==> src/rtl/axi_aw_router_if.sv <==
// AXI4 write-address bundle between one AXI master and NUM_SLAVES slave ports.
// The master-side fields are scalar, the slave-side fields are flat vectors
// where slice i belongs to slave i.
// Modport "slave" is the router view: it is the AXI slave of the master port
// and drives the per-slave request vectors.
// Modport "master" is the opposite view, used by whatever drives the router.
interface axi_aw_router_if #(
    parameter int ID_WIDTH   = 6,
    parameter int ADDR_WIDTH = 32,
    parameter int NUM_SLAVES = 6
);
    // Master-side AW channel
    logic                           m_awvalid;
    logic                           m_awready;
    logic [ID_WIDTH-1:0]            m_awid;
    logic [ADDR_WIDTH-1:0]          m_awaddr;
    logic [7:0]                     m_awlen;
    logic [2:0]                     m_awsize;
    logic [1:0]                     m_awburst;
    logic [3:0]                     m_awcache;
    logic [1:0]                     m_awlock;
    logic [2:0]                     m_awprot;
    logic [3:0]                     m_awqos;
    logic [3:0]                     m_awregion;
    logic [0:0]                     m_awuser;

    // Slave-side AW channels, one slice per slave
    logic [NUM_SLAVES-1:0]          s_awvalid;
    logic [NUM_SLAVES-1:0]          s_awready;
    logic [NUM_SLAVES*ID_WIDTH-1:0] s_awid;
    logic [NUM_SLAVES*ADDR_WIDTH-1:0] s_awaddr;
    logic [NUM_SLAVES*8-1:0]        s_awlen;
    logic [NUM_SLAVES*3-1:0]        s_awsize;
    logic [NUM_SLAVES*2-1:0]        s_awburst;
    logic [NUM_SLAVES*4-1:0]        s_awcache;
    logic [NUM_SLAVES*2-1:0]        s_awlock;
    logic [NUM_SLAVES*3-1:0]        s_awprot;
    logic [NUM_SLAVES*4-1:0]        s_awqos;
    logic [NUM_SLAVES*4-1:0]        s_awregion;
    logic [NUM_SLAVES-1:0]          s_awuser;

    modport slave (
        input  m_awvalid, m_awid, m_awaddr, m_awlen, m_awsize, m_awburst,
               m_awcache, m_awlock, m_awprot, m_awqos, m_awregion, m_awuser,
        output m_awready,
        output s_awvalid, s_awid, s_awaddr, s_awlen, s_awsize, s_awburst,
               s_awcache, s_awlock, s_awprot, s_awqos, s_awregion, s_awuser,
        input  s_awready
    );

    modport master (
        output m_awvalid, m_awid, m_awaddr, m_awlen, m_awsize, m_awburst,
               m_awcache, m_awlock, m_awprot, m_awqos, m_awregion, m_awuser,
        input  m_awready,
        input  s_awvalid, s_awid, s_awaddr, s_awlen, s_awsize, s_awburst,
               s_awcache, s_awlock, s_awprot, s_awqos, s_awregion, s_awuser,
        output s_awready
    );
endinterface

==> src/rtl/axi_aw_router.sv <==
// AXI4 write-address router: one master, NUM_SLAVES targets.
// The incoming address is decoded against a region table (lowest matching
// region wins, last slave is the default target).
// The request is forwarded through a single registered output stage.
// Every accepted burst pushes its target index into an in-order route FIFO
// that steers the W channel mux; the mux pops it on the WLAST handshake.
//
// Optional feature macro AW_DECERR_EN:
//   defined   - unmapped addresses are accepted with sel = NUM_SLAVES, retired
//               one cycle after capture without touching any slave, and the
//               route FIFO gets index NUM_SLAVES so the W mux sinks the beats.
//               Adds the decerr_pulse / decerr_id outputs.
//   undefined - unmapped addresses go to slave NUM_SLAVES-1.
module axi_aw_router #(
    parameter int ID_WIDTH    = 6,
    parameter int ADDR_WIDTH  = 32,
    parameter int NUM_SLAVES  = 6,
    parameter logic [(NUM_SLAVES-1)*ADDR_WIDTH-1:0] REG_START =
        {32'h1A10_0000, 32'h0002_0000, 32'h0010_0000, 32'h0008_0000, 32'h0000_0000},
    parameter logic [(NUM_SLAVES-1)*ADDR_WIDTH-1:0] REG_END =
        {32'h1A12_0000, 32'h0002_1000, 32'h0010_8000, 32'h0008_0200, 32'h0000_8000},
    parameter int RFIFO_DEPTH = 4,
    localparam int IDX_W      = $clog2(NUM_SLAVES + 1)
) (
    input  logic              clk,
    input  logic              reset,
    axi_aw_router_if.slave    bus,
    output logic              wroute_valid,
    output logic [IDX_W-1:0]  wroute_idx,
    input  logic              wroute_pop
`ifdef AW_DECERR_EN
    ,
    output logic              decerr_pulse,
    output logic [ID_WIDTH-1:0] decerr_id
`endif
);

    localparam int PTR_W = $clog2(RFIFO_DEPTH);
    localparam int CNT_W = PTR_W + 1;

`ifdef AW_DECERR_EN
    localparam logic [IDX_W-1:0] MISS_IDX = IDX_W'(NUM_SLAVES);
`else
    localparam logic [IDX_W-1:0] MISS_IDX = IDX_W'(NUM_SLAVES - 1);
`endif

    // Region decode: lowest matching region index, MISS_IDX when nothing hits.
    function automatic logic [IDX_W-1:0] decode_region(input logic [ADDR_WIDTH-1:0] addr);
        logic [IDX_W-1:0] idx;
        logic             hit;
        idx = MISS_IDX;
        hit = 1'b0;
        for (int i = 0; i < NUM_SLAVES - 1; i++) begin
            if (!hit && (addr >= REG_START[i*ADDR_WIDTH +: ADDR_WIDTH])
                     && (addr <  REG_END[i*ADDR_WIDTH +: ADDR_WIDTH])) begin
                idx = IDX_W'(i);
                hit = 1'b1;
            end else begin
                idx = idx;
            end
        end
        return idx;
    endfunction

    // Output stage registers
    logic                  ob_valid_r;
    logic [IDX_W-1:0]      ob_sel_r;
    logic [ID_WIDTH-1:0]   ob_id_r;
    logic [ADDR_WIDTH-1:0] ob_addr_r;
    logic [7:0]            ob_len_r;
    logic [2:0]            ob_size_r;
    logic [1:0]            ob_burst_r;
    logic [3:0]            ob_cache_r;
    logic [1:0]            ob_lock_r;
    logic [2:0]            ob_prot_r;
    logic [3:0]            ob_qos_r;
    logic [3:0]            ob_region_r;
    logic [0:0]            ob_user_r;

    // Route FIFO registers
    logic [IDX_W-1:0]      rfifo_mem_r [RFIFO_DEPTH];
    logic [PTR_W-1:0]      wr_ptr_r;
    logic [PTR_W-1:0]      rd_ptr_r;
    logic [CNT_W-1:0]      count_r;

    // Combinational helpers
    logic [IDX_W-1:0]      decode_s;
    logic                  sel_ready_s;
    logic                  ob_miss_s;
    logic                  ob_hs_s;
    logic                  rfifo_full_s;
    logic                  pop_s;
    logic                  accept_ready_s;
    logic                  push_s;
    logic [NUM_SLAVES-1:0] slot_hit_s;

    assign decode_s = decode_region(bus.m_awaddr);

    // Ready of the currently selected slave; an out-of-range sel sees none.
    always_comb begin
        sel_ready_s = 1'b0;
        for (int j = 0; j < NUM_SLAVES; j++) begin
            sel_ready_s = sel_ready_s | ((ob_sel_r == IDX_W'(j)) & bus.s_awready[j]);
        end
    end

    // Output-stage handshake; a decode-error entry retires without a slave.
`ifdef AW_DECERR_EN
    assign ob_miss_s = (ob_sel_r == MISS_IDX);
`else
    assign ob_miss_s = 1'b0;
`endif
    assign ob_hs_s = ob_valid_r & (sel_ready_s | ob_miss_s);

    // Route FIFO status and accept logic; a same-cycle pop frees a full FIFO.
    assign rfifo_full_s   = (count_r == CNT_W'(RFIFO_DEPTH));
    assign pop_s          = wroute_pop & (count_r != {CNT_W{1'b0}});
    assign accept_ready_s = ~reset & (~ob_valid_r | ob_hs_s) & (~rfifo_full_s | pop_s);
    assign push_s         = bus.m_awvalid & accept_ready_s;
    assign bus.m_awready  = accept_ready_s;

    // Output stage: load on accept, retire on handshake, otherwise hold.
    always_ff @(posedge clk) begin
        if (reset) begin
            ob_valid_r  <= 1'b0;
            ob_sel_r    <= {IDX_W{1'b0}};
            ob_id_r     <= {ID_WIDTH{1'b0}};
            ob_addr_r   <= {ADDR_WIDTH{1'b0}};
            ob_len_r    <= 8'd0;
            ob_size_r   <= 3'd0;
            ob_burst_r  <= 2'd0;
            ob_cache_r  <= 4'd0;
            ob_lock_r   <= 2'd0;
            ob_prot_r   <= 3'd0;
            ob_qos_r    <= 4'd0;
            ob_region_r <= 4'd0;
            ob_user_r   <= 1'b0;
        end else if (push_s) begin
            ob_valid_r  <= 1'b1;
            ob_sel_r    <= decode_s;
            ob_id_r     <= bus.m_awid;
            ob_addr_r   <= bus.m_awaddr;
            ob_len_r    <= bus.m_awlen;
            ob_size_r   <= bus.m_awsize;
            ob_burst_r  <= bus.m_awburst;
            ob_cache_r  <= bus.m_awcache;
            ob_lock_r   <= bus.m_awlock;
            ob_prot_r   <= bus.m_awprot;
            ob_qos_r    <= bus.m_awqos;
            ob_region_r <= bus.m_awregion;
            ob_user_r   <= bus.m_awuser;
        end else if (ob_hs_s) begin
            ob_valid_r  <= 1'b0;
        end else begin
            ob_valid_r  <= ob_valid_r;
        end
    end

    // Route FIFO: push decoded target on accept, pop on W-mux request.
    always_ff @(posedge clk) begin
        if (reset) begin
            wr_ptr_r <= {PTR_W{1'b0}};
            rd_ptr_r <= {PTR_W{1'b0}};
            count_r  <= {CNT_W{1'b0}};
            for (int k = 0; k < RFIFO_DEPTH; k++) begin
                rfifo_mem_r[k] <= {IDX_W{1'b0}};
            end
        end else begin
            if (push_s) begin
                rfifo_mem_r[wr_ptr_r] <= decode_s;
                wr_ptr_r              <= wr_ptr_r + PTR_W'(1);
            end
            if (pop_s) begin
                rd_ptr_r <= rd_ptr_r + PTR_W'(1);
            end
            case ({push_s, pop_s})
                2'b10:   count_r <= count_r + CNT_W'(1);
                2'b01:   count_r <= count_r - CNT_W'(1);
                default: count_r <= count_r;
            endcase
        end
    end

    assign wroute_valid = (count_r != {CNT_W{1'b0}});
    assign wroute_idx   = rfifo_mem_r[rd_ptr_r];

    // One-hot slave select from the registered stage.
    always_comb begin
        slot_hit_s = {NUM_SLAVES{1'b0}};
        for (int j = 0; j < NUM_SLAVES; j++) begin
            slot_hit_s[j] = ob_valid_r & (ob_sel_r == IDX_W'(j));
        end
    end

    // Per-slave payload fan-out; unselected slices are forced to zero.
    always_comb begin
        bus.s_awvalid  = slot_hit_s;
        bus.s_awid     = {NUM_SLAVES*ID_WIDTH{1'b0}};
        bus.s_awaddr   = {NUM_SLAVES*ADDR_WIDTH{1'b0}};
        bus.s_awlen    = {NUM_SLAVES*8{1'b0}};
        bus.s_awsize   = {NUM_SLAVES*3{1'b0}};
        bus.s_awburst  = {NUM_SLAVES*2{1'b0}};
        bus.s_awcache  = {NUM_SLAVES*4{1'b0}};
        bus.s_awlock   = {NUM_SLAVES*2{1'b0}};
        bus.s_awprot   = {NUM_SLAVES*3{1'b0}};
        bus.s_awqos    = {NUM_SLAVES*4{1'b0}};
        bus.s_awregion = {NUM_SLAVES*4{1'b0}};
        bus.s_awuser   = {NUM_SLAVES{1'b0}};
        for (int j = 0; j < NUM_SLAVES; j++) begin
            bus.s_awid[j*ID_WIDTH +: ID_WIDTH]       = ob_id_r     & {ID_WIDTH{slot_hit_s[j]}};
            bus.s_awaddr[j*ADDR_WIDTH +: ADDR_WIDTH] = ob_addr_r   & {ADDR_WIDTH{slot_hit_s[j]}};
            bus.s_awlen[j*8 +: 8]                    = ob_len_r    & {8{slot_hit_s[j]}};
            bus.s_awsize[j*3 +: 3]                   = ob_size_r   & {3{slot_hit_s[j]}};
            bus.s_awburst[j*2 +: 2]                  = ob_burst_r  & {2{slot_hit_s[j]}};
            bus.s_awcache[j*4 +: 4]                  = ob_cache_r  & {4{slot_hit_s[j]}};
            bus.s_awlock[j*2 +: 2]                   = ob_lock_r   & {2{slot_hit_s[j]}};
            bus.s_awprot[j*3 +: 3]                   = ob_prot_r   & {3{slot_hit_s[j]}};
            bus.s_awqos[j*4 +: 4]                    = ob_qos_r    & {4{slot_hit_s[j]}};
            bus.s_awregion[j*4 +: 4]                 = ob_region_r & {4{slot_hit_s[j]}};
            bus.s_awuser[j]                          = ob_user_r[0] & slot_hit_s[j];
        end
    end

`ifdef AW_DECERR_EN
    // Decode-error report while the unmapped entry sits in the output stage.
    assign decerr_pulse = ob_valid_r & ob_miss_s;
    assign decerr_id    = ob_id_r & {ID_WIDTH{ob_valid_r & ob_miss_s}};
`endif

endmodule

==> src/flat_wrapper.sv <==
// flat-port wrapper written by rule: the top's interface ports become plain ports
module axi_aw_router_flat 
#(
    parameter int ID_WIDTH    = 6,
    parameter int ADDR_WIDTH  = 32,
    parameter int NUM_SLAVES  = 6,
    parameter logic [(NUM_SLAVES-1)*ADDR_WIDTH-1:0] REG_START =
        {32'h1A10_0000, 32'h0002_0000, 32'h0010_0000, 32'h0008_0000, 32'h0000_0000},
    parameter logic [(NUM_SLAVES-1)*ADDR_WIDTH-1:0] REG_END =
        {32'h1A12_0000, 32'h0002_1000, 32'h0010_8000, 32'h0008_0200, 32'h0000_8000},
    parameter int RFIFO_DEPTH = 4,
    localparam int IDX_W      = $clog2(NUM_SLAVES + 1)
)
  (clk, reset, wroute_valid, wroute_idx, wroute_pop, bus_m_awvalid, bus_m_awid, bus_m_awaddr, bus_m_awlen, bus_m_awsize, bus_m_awburst, bus_m_awcache, bus_m_awlock, bus_m_awprot, bus_m_awqos, bus_m_awregion, bus_m_awuser, bus_m_awready, bus_s_awvalid, bus_s_awid, bus_s_awaddr, bus_s_awlen, bus_s_awsize, bus_s_awburst, bus_s_awcache, bus_s_awlock, bus_s_awprot, bus_s_awqos, bus_s_awregion, bus_s_awuser, bus_s_awready);
  axi_aw_router_if #(.ID_WIDTH(ID_WIDTH), .ADDR_WIDTH(ADDR_WIDTH), .NUM_SLAVES(NUM_SLAVES)) bus_i ();
  input  logic clk;
  input  logic reset;
  output logic wroute_valid;
  output logic [IDX_W-1:0] wroute_idx;
  input  logic wroute_pop;
  input wire logic [$bits(bus_i.m_awvalid)-1:0] bus_m_awvalid;
  input wire logic [$bits(bus_i.m_awid)-1:0] bus_m_awid;
  input wire logic [$bits(bus_i.m_awaddr)-1:0] bus_m_awaddr;
  input wire logic [$bits(bus_i.m_awlen)-1:0] bus_m_awlen;
  input wire logic [$bits(bus_i.m_awsize)-1:0] bus_m_awsize;
  input wire logic [$bits(bus_i.m_awburst)-1:0] bus_m_awburst;
  input wire logic [$bits(bus_i.m_awcache)-1:0] bus_m_awcache;
  input wire logic [$bits(bus_i.m_awlock)-1:0] bus_m_awlock;
  input wire logic [$bits(bus_i.m_awprot)-1:0] bus_m_awprot;
  input wire logic [$bits(bus_i.m_awqos)-1:0] bus_m_awqos;
  input wire logic [$bits(bus_i.m_awregion)-1:0] bus_m_awregion;
  input wire logic [$bits(bus_i.m_awuser)-1:0] bus_m_awuser;
  output wire logic [$bits(bus_i.m_awready)-1:0] bus_m_awready;
  output wire logic [$bits(bus_i.s_awvalid)-1:0] bus_s_awvalid;
  output wire logic [$bits(bus_i.s_awid)-1:0] bus_s_awid;
  output wire logic [$bits(bus_i.s_awaddr)-1:0] bus_s_awaddr;
  output wire logic [$bits(bus_i.s_awlen)-1:0] bus_s_awlen;
  output wire logic [$bits(bus_i.s_awsize)-1:0] bus_s_awsize;
  output wire logic [$bits(bus_i.s_awburst)-1:0] bus_s_awburst;
  output wire logic [$bits(bus_i.s_awcache)-1:0] bus_s_awcache;
  output wire logic [$bits(bus_i.s_awlock)-1:0] bus_s_awlock;
  output wire logic [$bits(bus_i.s_awprot)-1:0] bus_s_awprot;
  output wire logic [$bits(bus_i.s_awqos)-1:0] bus_s_awqos;
  output wire logic [$bits(bus_i.s_awregion)-1:0] bus_s_awregion;
  output wire logic [$bits(bus_i.s_awuser)-1:0] bus_s_awuser;
  input wire logic [$bits(bus_i.s_awready)-1:0] bus_s_awready;
  assign bus_i.m_awvalid = bus_m_awvalid;
  assign bus_i.m_awid = bus_m_awid;
  assign bus_i.m_awaddr = bus_m_awaddr;
  assign bus_i.m_awlen = bus_m_awlen;
  assign bus_i.m_awsize = bus_m_awsize;
  assign bus_i.m_awburst = bus_m_awburst;
  assign bus_i.m_awcache = bus_m_awcache;
  assign bus_i.m_awlock = bus_m_awlock;
  assign bus_i.m_awprot = bus_m_awprot;
  assign bus_i.m_awqos = bus_m_awqos;
  assign bus_i.m_awregion = bus_m_awregion;
  assign bus_i.m_awuser = bus_m_awuser;
  assign bus_m_awready = bus_i.m_awready;
  assign bus_s_awvalid = bus_i.s_awvalid;
  assign bus_s_awid = bus_i.s_awid;
  assign bus_s_awaddr = bus_i.s_awaddr;
  assign bus_s_awlen = bus_i.s_awlen;
  assign bus_s_awsize = bus_i.s_awsize;
  assign bus_s_awburst = bus_i.s_awburst;
  assign bus_s_awcache = bus_i.s_awcache;
  assign bus_s_awlock = bus_i.s_awlock;
  assign bus_s_awprot = bus_i.s_awprot;
  assign bus_s_awqos = bus_i.s_awqos;
  assign bus_s_awregion = bus_i.s_awregion;
  assign bus_s_awuser = bus_i.s_awuser;
  assign bus_i.s_awready = bus_s_awready;
  axi_aw_router #(.ID_WIDTH(ID_WIDTH), .ADDR_WIDTH(ADDR_WIDTH), .NUM_SLAVES(NUM_SLAVES), .REG_START(REG_START), .REG_END(REG_END), .RFIFO_DEPTH(RFIFO_DEPTH)) u_core (.clk(clk), .reset(reset), .bus(bus_i), .wroute_valid(wroute_valid), .wroute_idx(wroute_idx), .wroute_pop(wroute_pop));
endmodule
==> config.mk <==
export PLATFORM = sky130hd
export DESIGN_NAME = axi_aw_router_flat
export DESIGN_NICKNAME = d
export VERILOG_FILES = /design/src/rtl/axi_aw_router_if.sv /design/src/rtl/axi_aw_router.sv /design/src/flat_wrapper.sv
export SDC_FILE = /design/constraint.sdc
export NUM_CORES = 1
export LEC_CHECK = 0
export BUFFER_PORTS_ARGS = -buffer_cell sky130_fd_sc_hd__buf_2
export CORE_AREA = 2 2 198 200
export CTS_CLUSTER_DIAMETER = 120
export DETAILED_ROUTE_END_ITERATION = 6
export DIE_AREA = 0 0 200 202
export SYNTH_ARGS = -nofsm -noshare
export SYNTH_HDL_FRONTEND = slang
export SYNTH_SLANG_ARGS = --single-unit
==> constraint.sdc <==
create_clock -name clk -period 5.75 [get_ports clk]
set_input_delay 0 -clock clk [delete_from_list [all_inputs] [get_ports clk]]
set_output_delay 0 -clock clk [all_outputs]
set_load 0.005 [all_outputs]
Yosys cells after proc, flatten, opt, wreduce, memory -nomap -nowiden
Memory sizes are Yosys's and may differ from the RTL's. A register that Yosys moved wholly into a read port is not among the register bits. Cells that the tools add are included.

Flip-flop bits (word level): 80. Memory bits (writable): 12. Input bits: 79. Output and inout port bits: 425. Word-level logic and storage cells: 172. Memories: 1.

Add/subtract/negate cells: 4. Order comparisons: 10. Equal/unequal tests: 8. Mux-type cells: 22. Bitwise operators: 93. Reductions and logical operators: 18.

Memories: u_core.rfifo_mem_r (depth 4, bits a word 3, read ports 1, clocked after memory_dff 1, wr ports 4, line axi_aw_router.sv:81) `logic [IDX_W-1:0] rfifo_mem_r [RFIFO_DEPTH];`.

Operators by type and width (count): $and 32x32->32 (6); $and 4x4->4 (18); $and 8x8->8 (6); $and 3x3->3 (12); $and 6x6->6 (6); $ge 32x1->1 const B (1); $ge 32x18->1 const B (1); $ge 32x20->1 const B (1); $ge 32x21->1 const B (1); $ge 32x29->1 const B (1); $lt 32x16->1 const B (1); $lt 32x18->1 const B (1); $lt 32x20->1 const B (1); $lt 32x21->1 const B (1); $lt 32x29->1 const B (1); $and 2x2->2 (12); $and 1x1->1 (23); $mux 3 (6); $mux 1 (12); $eq 3x3->1 const B (3); $logic_and 1x1->1 (9); $or 1x1->1 (7); $eq 3x2->1 const B (2); $mux 2 (3); 13 further kinds (20).

Logic depth before layout (Yosys ltp)
Depth in word-level cells: 20. Mapped depth: 9. Gate-level depth less buffers: 9.

Worst setup path before layout
No wires, ideal clock.

Path type: register to register. Start point: reg u_core.count_r[0]. End point: reg u_core.count_r[2]. Library setup time: 0.071 ns. Arrival: 2.269 ns. Required time: 5.679 ns. Path slack: 3.411 ns. Stages on the path, launching flop included: 10. Buffers on the path: 0. Period minus slack after synthesis: 2.339 ns. Path through: dfxtp_1 > nor4b_1 > nand2b_1 > a211o_1 > ha_1 > inv_1 > fa_1 > xor2_1 > or3_1 > a21oi_1.

Longest elaborated chain between the ends: 7. Elaborated cells on any way between the ends: 13. Those cells by class: add/sub (2); eq/ne (3); mux (1); bitwise (5); reduce/logical (2).

Ends and longest elaborated chain: from (decl) (line axi_aw_router.sv:84) `logic [CNT_W-1:0] count_r;`; from (signal assigned) (line axi_aw_router.sv:164) `count_r <= {CNT_W{1'b0}};`; from (signal assigned) (line axi_aw_router.sv:177) `2'b10: count_r <= count_r + CNT_W'(1);`; from (signal assigned) (line axi_aw_router.sv:178) `2'b01: count_r <= count_r - CNT_W'(1);`; $reduce_bool 3->1 / $eq 3x3->1 (equally long branches) (line axi_aw_router.sv:117, axi_aw_router.sv:116); $and 1x1->1 / $not 1->1 (equally long branches) (line axi_aw_router.sv:117, axi_aw_router.sv:118); $or 1x1->1 (line axi_aw_router.sv:118) `assign accept_ready_s = ~reset & (~ob_valid_r | ob_hs_s) & (~rfifo_full_s | pop_s);`; $and 1x1->1 (line axi_aw_router.sv:118); $and 1x1->1 (line axi_aw_router.sv:119) `assign push_s = bus.m_awvalid & accept_ready_s;`; $eq 2x1->1 / $eq 2x2->1 (equally long branches) (line axi_aw_router.sv:176) `case ({push_s, pop_s})`; $pmux 3 s2 / $reduce_bool 2->1 (equally long branches).

Several ways; a longest one is shown, not always the timed one. A chain may end at the register's enable or synchronous reset.

Final worst setup path
Start point: reg u_core.ob_sel_r[1]. End point: reg u_core.count_r[2].

Longest elaborated chain between the ends: 14. Elaborated cells on any way between the ends: 26. Those cells by class: eq/ne (7); mux (1); bitwise (16); reduce/logical (2).

Ends and longest elaborated chain: from (decl) (line axi_aw_router.sv:67) `logic [IDX_W-1:0] ob_sel_r;`; from (signal assigned) (line axi_aw_router.sv:126) `ob_sel_r <= {IDX_W{1'b0}};`; from (signal assigned) (line axi_aw_router.sv:140) `ob_sel_r <= decode_s;`; $eq 3x1->1 / $logic_not 3->1 (equally long branches) (line axi_aw_router.sv:103) `sel_ready_s = sel_ready_s | ((ob_sel_r == IDX_W'(j)) & bus.s_awready[j]);`; $and 1x1->1 (line axi_aw_router.sv:103); $or 1x1->1 (4 in a row) (line axi_aw_router.sv:103); $or 1x1->1 * (line axi_aw_router.sv:103); $and 1x1->1 * (line axi_aw_router.sv:113) `assign ob_hs_s = ob_valid_r & (sel_ready_s | ob_miss_s);`; $or 1x1->1 * (line axi_aw_router.sv:118); $and 1x1->1 * (2 in a row) (line axi_aw_router.sv:118); $and 1x1->1 * (line axi_aw_router.sv:119); $eq 2x1->1 / $eq 2x2->1 (equally long branches) (line axi_aw_router.sv:176); $pmux 3 s2 / $reduce_bool 2->1 (equally long branches); to (signal assigned) (line axi_aw_router.sv:177); to (signal assigned) (line axi_aw_router.sv:178); to (signal assigned) (line axi_aw_router.sv:179) `default: count_r <= count_r;`.

Mark *: on every way between the ends. The rest lies on a longest branch, timed or not.

==> flow_metrics.tcl <==
set metrics [dict create \
    slew_headroom 0.462 \
    core_area_um2 38300 \
    synthCells 889 \
    worstMarginPinSlew_ps 805 \
    drcViolationCount 0 \
    p_leak_uw 0.00604 \
    grt_pass1_vias 7024 \
    path_cells "nand2b_1 > o211a_1 > a211o_1 > ha_1 > inv_1 > fa_1 > xor2_1 > or3_1 > a21oi_1" \
    cp_data_required_time_ps 6030 \
    critPathLaunchType "flip-flop" \
    final.setup.tns_ps 0 \
    crit_slowest_cell "dfxtp_1" \
    clockRootBuffer "clkbuf_16" \
    critPathArrivalTime_ps 3130 \
    cp_max_fo 7 \
    hpwlAfterDp_um 19100 \
    seq_area_frac_synth 0.279 \
    gp_congestion 0.767 \
    clock_path_buffers 2 \
    grtUsageTotal 0.123 \
    rows 72 \
    die-area_um2 40400 \
    rsz0062_at_grt "no" \
    vdd_drop_max_uv 118 \
    finalSetupViolations 0 \
    grt_max_degree 89 \
    synth_seq_cells 94 \
    clock_sinks 94 \
    synth_nets 970 \
    first_pass_iters 4 \
    die_w_um 200 \
    tritoncts "done" \
    port_buffers 503 \
    final_common_cell "buf_2" \
    nFillCells 4017 \
    hold_path_class "primary input to flip-flop" \
    hold_viol_final 0 \
    cts-buffers-inserted 9 \
    final_nets 1491 \
    vias 7763 \
    timing.final.crit_share 0.496 \
    synth.avg_cell_area_um2 8.08 \
    htreeDepth 3 \
    post-place-cells 1850 \
    cap_violations 0 \
    layout_min_cycle_time_ps 2850 \
    wl_per_cell_um 13.9 \
    p_per_area_nw_per_um2 174 \
    ys_types 43 \
    max_stage_delay_ps 480 \
    start_util 0.188 \
    post_route_cells_drive_above_1_share 0.390 \
    clock_latency_ps 360 \
    mostFrequentLayoutCells "502 x buf_2, 414 x and2_1, 142 x nand2b_1" \
    stdcell_count 1935 \
    area_growth_pct 55.3 \
    grt_overflow 0 \
    avgViaCountPerCell 4.01 \
    yosys_warnings 0 \
    outcome "completed" \
    antenna_found_initial 0 \
    end_kind "flip-flop" \
    die_h_um 202 \
    cts.clk_slew.worst_paths_ps 80 \
    initialDrtViolationCount 265 \
    fmax_ghz 0.351 \
    critical_path_class "flip-flop to flip-flop" \
    ioPinCount 504 \
    syn-cell-area_um2 7180 \
    hold_buffers 67 \
    postCtsSetupRepairBufs 0 \
    routed_wl_um 26900 \
    drv_slew 0 \
    finalClockSkew_ps 12.6 \
    grt_pass1_wl_um 38900 \
    final_antenna_net_count 0 \
    cts.repair.resized 0 \
]
==> metal layers <==
metal / global-route usage / vias to the layer above / routed length, um
li1: - / 3835 / -
met1: 0.143 / 3577 / 11400
met2: 0.236 / 336 / 13700
met3: 0.0127 / 15 / 1590
met4: 0.0331 / 0 / 301
met5: 0 / - / 0
==> critical path: cells and delay by family (launching register included) <==
| family | cells | cell delay, ps |
|---|---|---|
| adders and majority gates | 2 | 590 |
| DFF | 1 | 480 |
| buffers and inverters | 1 | 60 |
| xor gates and xnor gates | 1 | 160 |
| and+or+nand+nor | 2 | 620 |
| AOI/OAI and AO/OA | 3 | 860 |
==> final timing paths <==
check / depth (start not counted) / start / slack, ps / end
max: 9 / u_core.ob_sel_r[1] / 2900 / u_core.count_r[2]
min: 3 / bus_m_awaddr[31] / 30 / u_core.ob_addr_r[31]
max reg2reg: 9 / u_core.ob_sel_r[1] / 2900 / u_core.count_r[2]
min reg2reg: 2 / u_core.ob_len_r[1] / 530 / u_core.ob_len_r[1]
==> layout make-up <==
class | count | area, um2 | area share
clock buffer | 9 | 225 | 0.0202
clock inverter | 7 | 78.8 | 0.00706
tap | 518 | 648 | 0.0581
inverter | 7 | 26.3 | 0.00235
timing repair buffer | 579 | 3260 | 0.292
multi-input combinational | 719 | 4910 | 0.440
sequential | 94 | 2000 | 0.179
antenna | 2 | 5.00 | 0.000449
==> power breakdown <==
group | internal, uW | switching [uW]
registers | 742 | 109
logic | 230 | 232
clock network | 309 | 314
==> kinds of logic after synthesis <==
logic type,after synthesis,share of synthesized area
compound gates,22,0.0219
xor+xnor,4,0.00488
fa+ha+maj,2,0.00453
buf+inv,76,0.0435
flops,94,0.279
mux,79,0.116
simple gates,612,0.531
==> state kept, by name, summed over array words and instances (netlist names), 2 cells and up, named ones only <==
| register | count |
|---|---|
| u_core.rd_ptr_r | 2 |
| u_core.ob_prot_r | 3 |
| u_core.ob_size_r | 3 |
| u_core.ob_addr_r | 32 |
| u_core.ob_qos_r | 4 |
| u_core.ob_sel_r | 3 |
| u_core.ob_id_r | 6 |
| u_core.ob_burst_r | 2 |
| u_core.rfifo_mem_r | 12 |
| u_core.count_r | 3 |
| u_core.ob_cache_r | 4 |
| u_core.ob_region_r | 4 |
| u_core.wr_ptr_r | 2 |
| u_core.ob_lock_r | 2 |
| u_core.ob_len_r | 8 |
==> cell usage after synthesis (all sizes together) <==
library cell  number  area share
nand2              4      0.0021
nor4               1     0.00087
o211a              1      0.0014
and3b              1      0.0014
nor2              17      0.0089
and2             414        0.36
o2111a             1      0.0016
a21o               3      0.0031
clkbuf            60       0.031
inv                7      0.0037
or4                3      0.0037
o31a               1      0.0012
a21oi              5      0.0035
a211o              2      0.0024
a211oi             2      0.0021
mux2i             74        0.10
ha                 1      0.0017
nor4b              2      0.0024
buf                9      0.0085
nand2b           142        0.12
or3                4      0.0035
a31o               2      0.0024
a21boi             2      0.0021
nor2b              1     0.00087
nand4bb            1      0.0016
xnor2              1      0.0012
xor2               3      0.0037
or4b               1      0.0019
nor3              16       0.015
o21ai              3      0.0021
and4               1      0.0012
dfxtp             82        0.23
nand3              1     0.00070
mux4               3      0.0094
mux2               2      0.0031
or2                2      0.0017
edfxtp            12       0.050
or2b               1      0.0010
fa                 1      0.0028
==> through the flow <==
stage	setup WS, ps	util	total power, uW	hold slack [ps]	area (um2)
floorplan	3410	-	1110	155	7180
global placement	3100	0.266	1280	262	10200
detailed placement	2950	0.266	1290	270	10200
CTS	2920	0.291	1980	9.78	11200
global route	2720	0.291	2050	31.4	11200
finish	2900	0.291	1940	31.2	11200
Note: power is estimated with default switching activity, not from simulation.
